`config.mk`:
```
export PLATFORM = sky130hd
export DESIGN_NAME = scoreboard_hazard_unit_flat
export DESIGN_NICKNAME = d
export VERILOG_FILES = /design/src/rtl/scoreboard_hazard_unit_if.sv /design/src/rtl/scoreboard_hazard_unit.sv /design/src/flat_wrapper.sv
export SDC_FILE = /design/constraint.sdc
export NUM_CORES = 1
export LEC_CHECK = 0
export ABC_AREA = 1
export ABC_CLOCK_PERIOD_IN_PS = 4000
export BUFFER_PORTS_ARGS = -buffer_cell sky130_fd_sc_hd__buf_2
export CORE_ASPECT_RATIO = 1.25
export CORE_MARGIN = 2
export CORE_UTILIZATION = 25
export DETAILED_ROUTE_END_ITERATION = 7
export HOLD_SLACK_MARGIN = 0.12
export SYNTH_ARGS = -nofsm -noshare
export SYNTH_HDL_FRONTEND = slang
export SYNTH_SLANG_ARGS = --single-unit
```
`constraint.sdc`:
```
create_clock -name clk -period 4 [get_ports clk]
set_clock_uncertainty 0.15 [all_clocks]
set_input_delay 0.6 -clock clk [delete_from_list [all_inputs] [get_ports clk]]
set_output_delay 0.6 -clock clk [all_outputs]
set_load 0.01 [all_outputs]
```
`src/rtl/scoreboard_hazard_unit_if.sv`:
```
// Hazard-unit bundle between the ID stage and the scoreboard.
//   master : the ID stage. Drives the decoded instruction fields and flush,
//            receives the stall/enable controls.
//   slave  : the scoreboard hazard unit.
// Signals
//   id_valid, id_rs1, id_rs2, id_uses_rs1, id_uses_rs2, id_rd, id_reg_write,
//   id_is_load, id_is_store, id_is_mc, flush      (master -> slave)
//   pc_write, if_id_write, control_stall, mc_busy, stall_cycles (slave -> master)
interface scoreboard_hazard_unit_if #(
  parameter int REG_AW  = 5,
  parameter int STALL_W = 16
);
  logic              id_valid;
  logic [REG_AW-1:0] id_rs1;
  logic [REG_AW-1:0] id_rs2;
  logic              id_uses_rs1;
  logic              id_uses_rs2;
  logic [REG_AW-1:0] id_rd;
  logic              id_reg_write;
  logic              id_is_load;
  logic              id_is_store;
  logic              id_is_mc;
  logic              flush;

  logic               pc_write;
  logic               if_id_write;
  logic               control_stall;
  logic               mc_busy;
  logic [STALL_W-1:0] stall_cycles;

  modport master (
    output id_valid, id_rs1, id_rs2, id_uses_rs1, id_uses_rs2, id_rd,
           id_reg_write, id_is_load, id_is_store, id_is_mc, flush,
    input  pc_write, if_id_write, control_stall, mc_busy, stall_cycles
  );

  modport slave (
    input  id_valid, id_rs1, id_rs2, id_uses_rs1, id_uses_rs2, id_rd,
           id_reg_write, id_is_load, id_is_store, id_is_mc, flush,
    output pc_write, if_id_write, control_stall, mc_busy, stall_cycles
  );
endinterface

```
`src/rtl/scoreboard_hazard_unit.sv`:
```
// Per-register countdown scoreboard sitting beside ID.
// Stalls PC / IF_ID and bubbles ID_EX on:
//   - RAW against a pending load or multi-cycle (MUL/DIV) result,
//   - WAW against an in-flight write that would land later than this one,
//   - a busy multi-cycle unit.
// Each issued producer's counter ages one per clock; zero means the result is
// forwardable at the EX input.
// Ports
//   clk, rst : pipeline clock, synchronous active-high reset
//   hz       : slave side of scoreboard_hazard_unit_if (decoded ID fields in,
//              pc_write / if_id_write / control_stall / mc_busy / stall_cycles out)
module scoreboard_hazard_unit #(
  parameter int NUM_REGS = 32,
  parameter int REG_AW   = 5,
  parameter int LD_LAT   = 1,
  parameter int MC_LAT   = 4,
  parameter int STALL_W  = 16
) (
  input  logic                    clk,
  input  logic                    rst,
  scoreboard_hazard_unit_if.slave hz
);

  localparam int CW = $clog2(MC_LAT + 1);
  localparam logic [CW-1:0] LD_LAT_C = CW'(LD_LAT);
  localparam logic [CW-1:0] MC_LAT_C = CW'(MC_LAT);
  localparam logic [CW-1:0] ONE_C    = CW'(1);

  logic [CW-1:0]       cnt [NUM_REGS];
  logic [NUM_REGS-1:0] ld;
  logic [CW-1:0]       mc_cnt;
  logic [STALL_W-1:0]  stall_cycles;

  logic          raw1;
  logic          raw2;
  logic          waw;
  logic          struct_hz;
  logic          stall;
  logic          issue;
  logic [CW-1:0] newlat;

  function automatic logic [STALL_W-1:0] sat_inc(input logic [STALL_W-1:0] v);
    return (&v) ? v : v + 1'b1;
  endfunction

  always_comb begin
    newlat = hz.id_is_mc ? MC_LAT_C : (hz.id_is_load ? LD_LAT_C : '0);

    raw1 = hz.id_uses_rs1 && (hz.id_rs1 != '0) && (cnt[hz.id_rs1] != '0);

    // A store whose data comes from a load in its final bubble cycle picks
    // the value up through MEM->MEM forwarding, so it need not wait.
    raw2 = hz.id_uses_rs2 && (hz.id_rs2 != '0) && (cnt[hz.id_rs2] != '0) &&
           !(hz.id_is_store && ld[hz.id_rs2] && (cnt[hz.id_rs2] == ONE_C));

    // Only an older write landing after ours is a problem; x0 is never pending.
    waw = hz.id_reg_write && (hz.id_rd != '0) && (cnt[hz.id_rd] > newlat);

    struct_hz = hz.id_is_mc && (mc_cnt != '0);

    // Flush squashes the slot, so it never stalls and never issues.
    stall = hz.id_valid && !hz.flush && (raw1 || raw2 || waw || struct_hz);
    issue = hz.id_valid && !hz.flush && !stall;
  end

  always_comb begin
    hz.pc_write      = !rst && !stall;
    hz.if_id_write   = !rst && !stall;
    hz.control_stall = rst || stall;
    hz.mc_busy       = !rst && (mc_cnt != '0);
    hz.stall_cycles  = stall_cycles;
  end

  always_ff @(posedge clk) begin
    if (rst) begin
      for (int i = 0; i < NUM_REGS; i++) begin
        cnt[i] <= '0;
      end
      ld           <= '0;
      mc_cnt       <= '0;
      stall_cycles <= '0;
    end else begin
      // Already-issued producers keep ageing even when ID is flushed.
      for (int i = 0; i < NUM_REGS; i++) begin
        if (cnt[i] != '0) begin
          cnt[i] <= cnt[i] - ONE_C;
          if (cnt[i] == ONE_C) begin
            ld[i] <= 1'b0;
          end
        end
      end

      // Later assignment wins over the decrement of the same entry.
      if (issue && hz.id_reg_write && (hz.id_rd != '0)) begin
        cnt[hz.id_rd] <= newlat;
        ld[hz.id_rd]  <= hz.id_is_load;
      end

      if (issue && hz.id_is_mc) begin
        mc_cnt <= MC_LAT_C;
      end else if (mc_cnt != '0) begin
        mc_cnt <= mc_cnt - ONE_C;
      end

      if (stall) begin
        stall_cycles <= sat_inc(stall_cycles);
      end
    end
  end

endmodule

```
`src/flat_wrapper.sv`:
```
// flat-port wrapper written by rule: the top's interface ports become plain ports
module scoreboard_hazard_unit_flat 
#(
  parameter int NUM_REGS = 32,
  parameter int REG_AW   = 5,
  parameter int LD_LAT   = 1,
  parameter int MC_LAT   = 4,
  parameter int STALL_W  = 16
)
  (clk, rst, hz_id_valid, hz_id_rs1, hz_id_rs2, hz_id_uses_rs1, hz_id_uses_rs2, hz_id_rd, hz_id_reg_write, hz_id_is_load, hz_id_is_store, hz_id_is_mc, hz_flush, hz_pc_write, hz_if_id_write, hz_control_stall, hz_mc_busy, hz_stall_cycles);
  scoreboard_hazard_unit_if #(.REG_AW(REG_AW), .STALL_W(STALL_W)) hz_i ();
  input  logic clk;
  input  logic rst;
  input wire logic [$bits(hz_i.id_valid)-1:0] hz_id_valid;
  input wire logic [$bits(hz_i.id_rs1)-1:0] hz_id_rs1;
  input wire logic [$bits(hz_i.id_rs2)-1:0] hz_id_rs2;
  input wire logic [$bits(hz_i.id_uses_rs1)-1:0] hz_id_uses_rs1;
  input wire logic [$bits(hz_i.id_uses_rs2)-1:0] hz_id_uses_rs2;
  input wire logic [$bits(hz_i.id_rd)-1:0] hz_id_rd;
  input wire logic [$bits(hz_i.id_reg_write)-1:0] hz_id_reg_write;
  input wire logic [$bits(hz_i.id_is_load)-1:0] hz_id_is_load;
  input wire logic [$bits(hz_i.id_is_store)-1:0] hz_id_is_store;
  input wire logic [$bits(hz_i.id_is_mc)-1:0] hz_id_is_mc;
  input wire logic [$bits(hz_i.flush)-1:0] hz_flush;
  output wire logic [$bits(hz_i.pc_write)-1:0] hz_pc_write;
  output wire logic [$bits(hz_i.if_id_write)-1:0] hz_if_id_write;
  output wire logic [$bits(hz_i.control_stall)-1:0] hz_control_stall;
  output wire logic [$bits(hz_i.mc_busy)-1:0] hz_mc_busy;
  output wire logic [$bits(hz_i.stall_cycles)-1:0] hz_stall_cycles;
  assign hz_i.id_valid = hz_id_valid;
  assign hz_i.id_rs1 = hz_id_rs1;
  assign hz_i.id_rs2 = hz_id_rs2;
  assign hz_i.id_uses_rs1 = hz_id_uses_rs1;
  assign hz_i.id_uses_rs2 = hz_id_uses_rs2;
  assign hz_i.id_rd = hz_id_rd;
  assign hz_i.id_reg_write = hz_id_reg_write;
  assign hz_i.id_is_load = hz_id_is_load;
  assign hz_i.id_is_store = hz_id_is_store;
  assign hz_i.id_is_mc = hz_id_is_mc;
  assign hz_i.flush = hz_flush;
  assign hz_pc_write = hz_i.pc_write;
  assign hz_if_id_write = hz_i.if_id_write;
  assign hz_control_stall = hz_i.control_stall;
  assign hz_mc_busy = hz_i.mc_busy;
  assign hz_stall_cycles = hz_i.stall_cycles;
  scoreboard_hazard_unit #(.NUM_REGS(NUM_REGS), .REG_AW(REG_AW), .LD_LAT(LD_LAT), .MC_LAT(MC_LAT), .STALL_W(STALL_W)) u_core (.clk(clk), .rst(rst), .hz(hz_i));
endmodule
```
==> flow_metrics.env <==
export IMPL_total_power_w=0.00801
export IMPL_powerDensity_nw_per_um2=555
export IMPL_antenna_found_initial=5
export IMPL_io_buffers=44
export IMPL_rsz0062_at_grt="no"
export IMPL_min_path_type="flop to flop"
export IMPL_place_ws_ps=-19.3
export IMPL_cp_data_arrival_time_ps=3100
export IMPL_pin_count=45
export IMPL_pwr_share_seq_pct=32.4
export IMPL_end_kind="output pin"
export IMPL_clkPwrFrac_pct=20.0
export IMPL_synth_edff_count=64
export IMPL_met1Wirelength_um=18600
export IMPL_async_reset_ff_share_pct=0
export IMPL_timing_worst_slew_pin_value_ps=987
export IMPL_multi_input_area_um2=8100
export IMPL_synth_cell_types=35
export IMPL_cts_tree="done"
export IMPL_nets=2024
export IMPL_grt_overflow_total=0
export IMPL_max_freq_mhz=260
export IMPL_dieWidth_um=207
export IMPL_place_congestion=0.950
export IMPL_cts_root_buf="clkbuf_16"
export IMPL_cts_path_max_buffers=2
export IMPL_route_top_layer_used="met5"
export IMPL_yosys_top_cells_area="edfxtp_1 15%, nand2_1 14%, dfxtp_1 13%, ha_1 9.8%, nand3_1 7.3%"
export IMPL_vias=12946
export IMPL_yosysMostFrequentCell="nand2_1"
export IMPL_coreArea_um2=51300
export IMPL_fin_area_um2=14400
export IMPL_ys_seq_area_share_pct=27.7
export IMPL_ys_warn_count=0
export IMPL_vias_per_cell=5.03
export IMPL_crit_type="flop to output pin"
export IMPL_place_area_um2=13900
export IMPL_grt_start_max_net_pins=85
export IMPL_synthesis_area_um2=12900
export IMPL_initial_core_util_pct=25.2
export IMPL_cts_setup_buffers=0
export IMPL_switching_power_w=0.00361
export IMPL_path_clk_slew_ps=60
export IMPL_maxSlewViolCount=0
export IMPL_final_util_pct=28.1
export IMPL_routed_wl_um=44700
export IMPL_status="finished, final reports clean"
export IMPL_fin_crit_sh_pct=96.3
export IMPL_drc=0
export IMPL_synth_ff_type="dfxtp_1"
export IMPL_dpl_hpwl_um=32600
export IMPL_fin_crit_ps=3850
export IMPL_areaGrowthSynthToFinish_pct=11.5
export IMPL_max_slew_margin_rel_pct=34.2
export IMPL_yosys_register_bits=147
export IMPL_synth_top_area_share_pct=14.9
export IMPL_synthCells=1894
export IMPL_final_seq_area_um2=3580
export IMPL_num_antenna_cells=0
export IMPL_leakagePower_nw=6.38
export IMPL_grt_pass1_vias=12543
export IMPL_hold_viol=0
export IMPL_drv_cap=0
export IMPL_dieArea_um2=53600
export IMPL_synth_area_leader_cell="edfxtp_1"
export IMPL_post_drt_wl_per_cell_um=17.4
export IMPL_wl_met2_um=20900
export IMPL_critPathLaunchType="flop"
export IMPL_fp_row_count=93
export IMPL_p_comb_share_pct=47.6
export IMPL_irDropWorstVdd_v=0.000247
export IMPL_cts_sinks=147
export IMPL_cp_required_ps=3250
export IMPL_setup_viol=0
export IMPL_fin_hold_ws_ps=334
export IMPL_internal_power_w=0.00440
export IMPL_wl_met3_um=2740
export IMPL_n_fill_cell=5591
export IMPL_cts_buffers=17
export IMPL_clock_latency_ps=460
export IMPL_synth_nets=2020
export IMPL_timing_final_ws_setup_ps=148
export IMPL_htreeDepth=4
export IMPL_cp_max_fo=5
export IMPL_layout_drive_gt1_share_pct=9.47
export IMPL_first_pass_iters=6
export IMPL_die_h_um=258
export IMPL_first_iter_violations=1217
export IMPL_ant_nets=0
export IMPL_grt_usage_pct=16.4
export IMPL_switching_share_pct=45.1
export IMPL_grt_pass1_wl_um=69400
export IMPL_synth_common_cells="498 x nand2_1, 225 x nor2_1, 195 x inv_1, 189 x nand3_1, 107 x o21ai_0"
export IMPL_syn_avg_cell_area_um2=6.83
[flip-flops by register name, indices dropped and copies added (netlist names)]
signal,cells
u_core.ld,32
u_core.mc_cnt,3
u_core.hz.stall_cycles,16
u_core.cnt,96
[power by group through the flow]
stage          Combinational, W  Sequential, W  Clock, W
2_1_floorplan           0.00285        0.00245         0
3_3_place_gp            0.00367        0.00261         0
3_5_place_dp            0.00374        0.00262         0
4_1_cts                 0.00377        0.00259   0.00163
5_1_grt                 0.00430        0.00264   0.00168
6_report                0.00381        0.00260   0.00160
[layout make-up]
class | instances | share of cell area, %
timing repair buffer | 79 | 3.95
sequential | 147 | 24.8
clock inverter | 10 | 0.468
inverter | 202 | 5.34
tap | 665 | 5.77
multi-input combinational | 1451 | 56.1
clock buffer | 22 | 3.52
[critical path: stages, from the launching register on]
cell	delay, ps
edfxtp_1	460
inv_1	250
o22ai_1	150
o21ai_0	240
nand4_1	110
or2_2	300
ha_1	290
nand2_1	70
nand2_1	50
nand2_1	60
nand2_1	90
nand3b_2	130
nand2_1	70
nand2_1	170
inv_1	70
buf_2	140
[logic make-up after synthesis]
logic type	Yosys count	synth area share, %
flip-flops	147	27.7
adder cells (fa/ha/maj)	101	9.77
buffers and inverters	296	9.79
AO/OA/AOI/OAI	257	11.3
XOR/XNOR	47	3.18
AND/OR/NAND/NOR	1046	38.3
[per-layer routing]
layer	track usage, %	vias up
li1	-	6260
met1	19.9	6020
met2	27.8	524
met3	2.28	140
met4	9.76	2
met5	0	-
[worst paths after layout]
| kind | cells past startpoint | startpoint | end | slack (ps) |
|---|---|---|---|---|
| max | 15 | u_core.cnt[29][2]$_DFFE_PP_ | hz_if_id_write | 150 |
| min | 2 | u_core.hz.stall_cycles[15]$_SDFFE_PP0P_ | u_core.hz.stall_cycles[15]$_SDFFE_PP0P_ | 330 |
| max reg2reg | 15 | u_core.cnt[29][2]$_DFFE_PP_ | u_core.cnt[31][0]$_DFFE_PP_ | 470 |
| min reg2reg | 2 | u_core.hz.stall_cycles[15]$_SDFFE_PP0P_ | u_core.hz.stall_cycles[15]$_SDFFE_PP0P_ | 330 |
[placed cells by master (no fill, tap or decap), types with 33 or more instances in the layout]
cell	count
nor2_1	223
ha_1	101
dfxtp_1	83
inv_1	194
edfxtp_1	64
o22ai_1	33
nand3_1	189
buf_2	44
o21ai_0	106
nand2_1	498
nand4_1	66
a21oi_1	45
[stage by stage]
stage | TNS, ps | instances
after floorplan | 0 | 1894
after global placement | 0 | 2544
after detailed placement | -38.6 | 2544
after CTS | 0 | 2576
after global routing | 0 | 2576
final | 0 | 2576
[repair_timing]
action / in CTS / in global routing
gates resized for setup: 0 / 1
hold buffers: 0 / 0
setup endpoints to repair: 0 / 2
(Power assumes the default switching activity.)
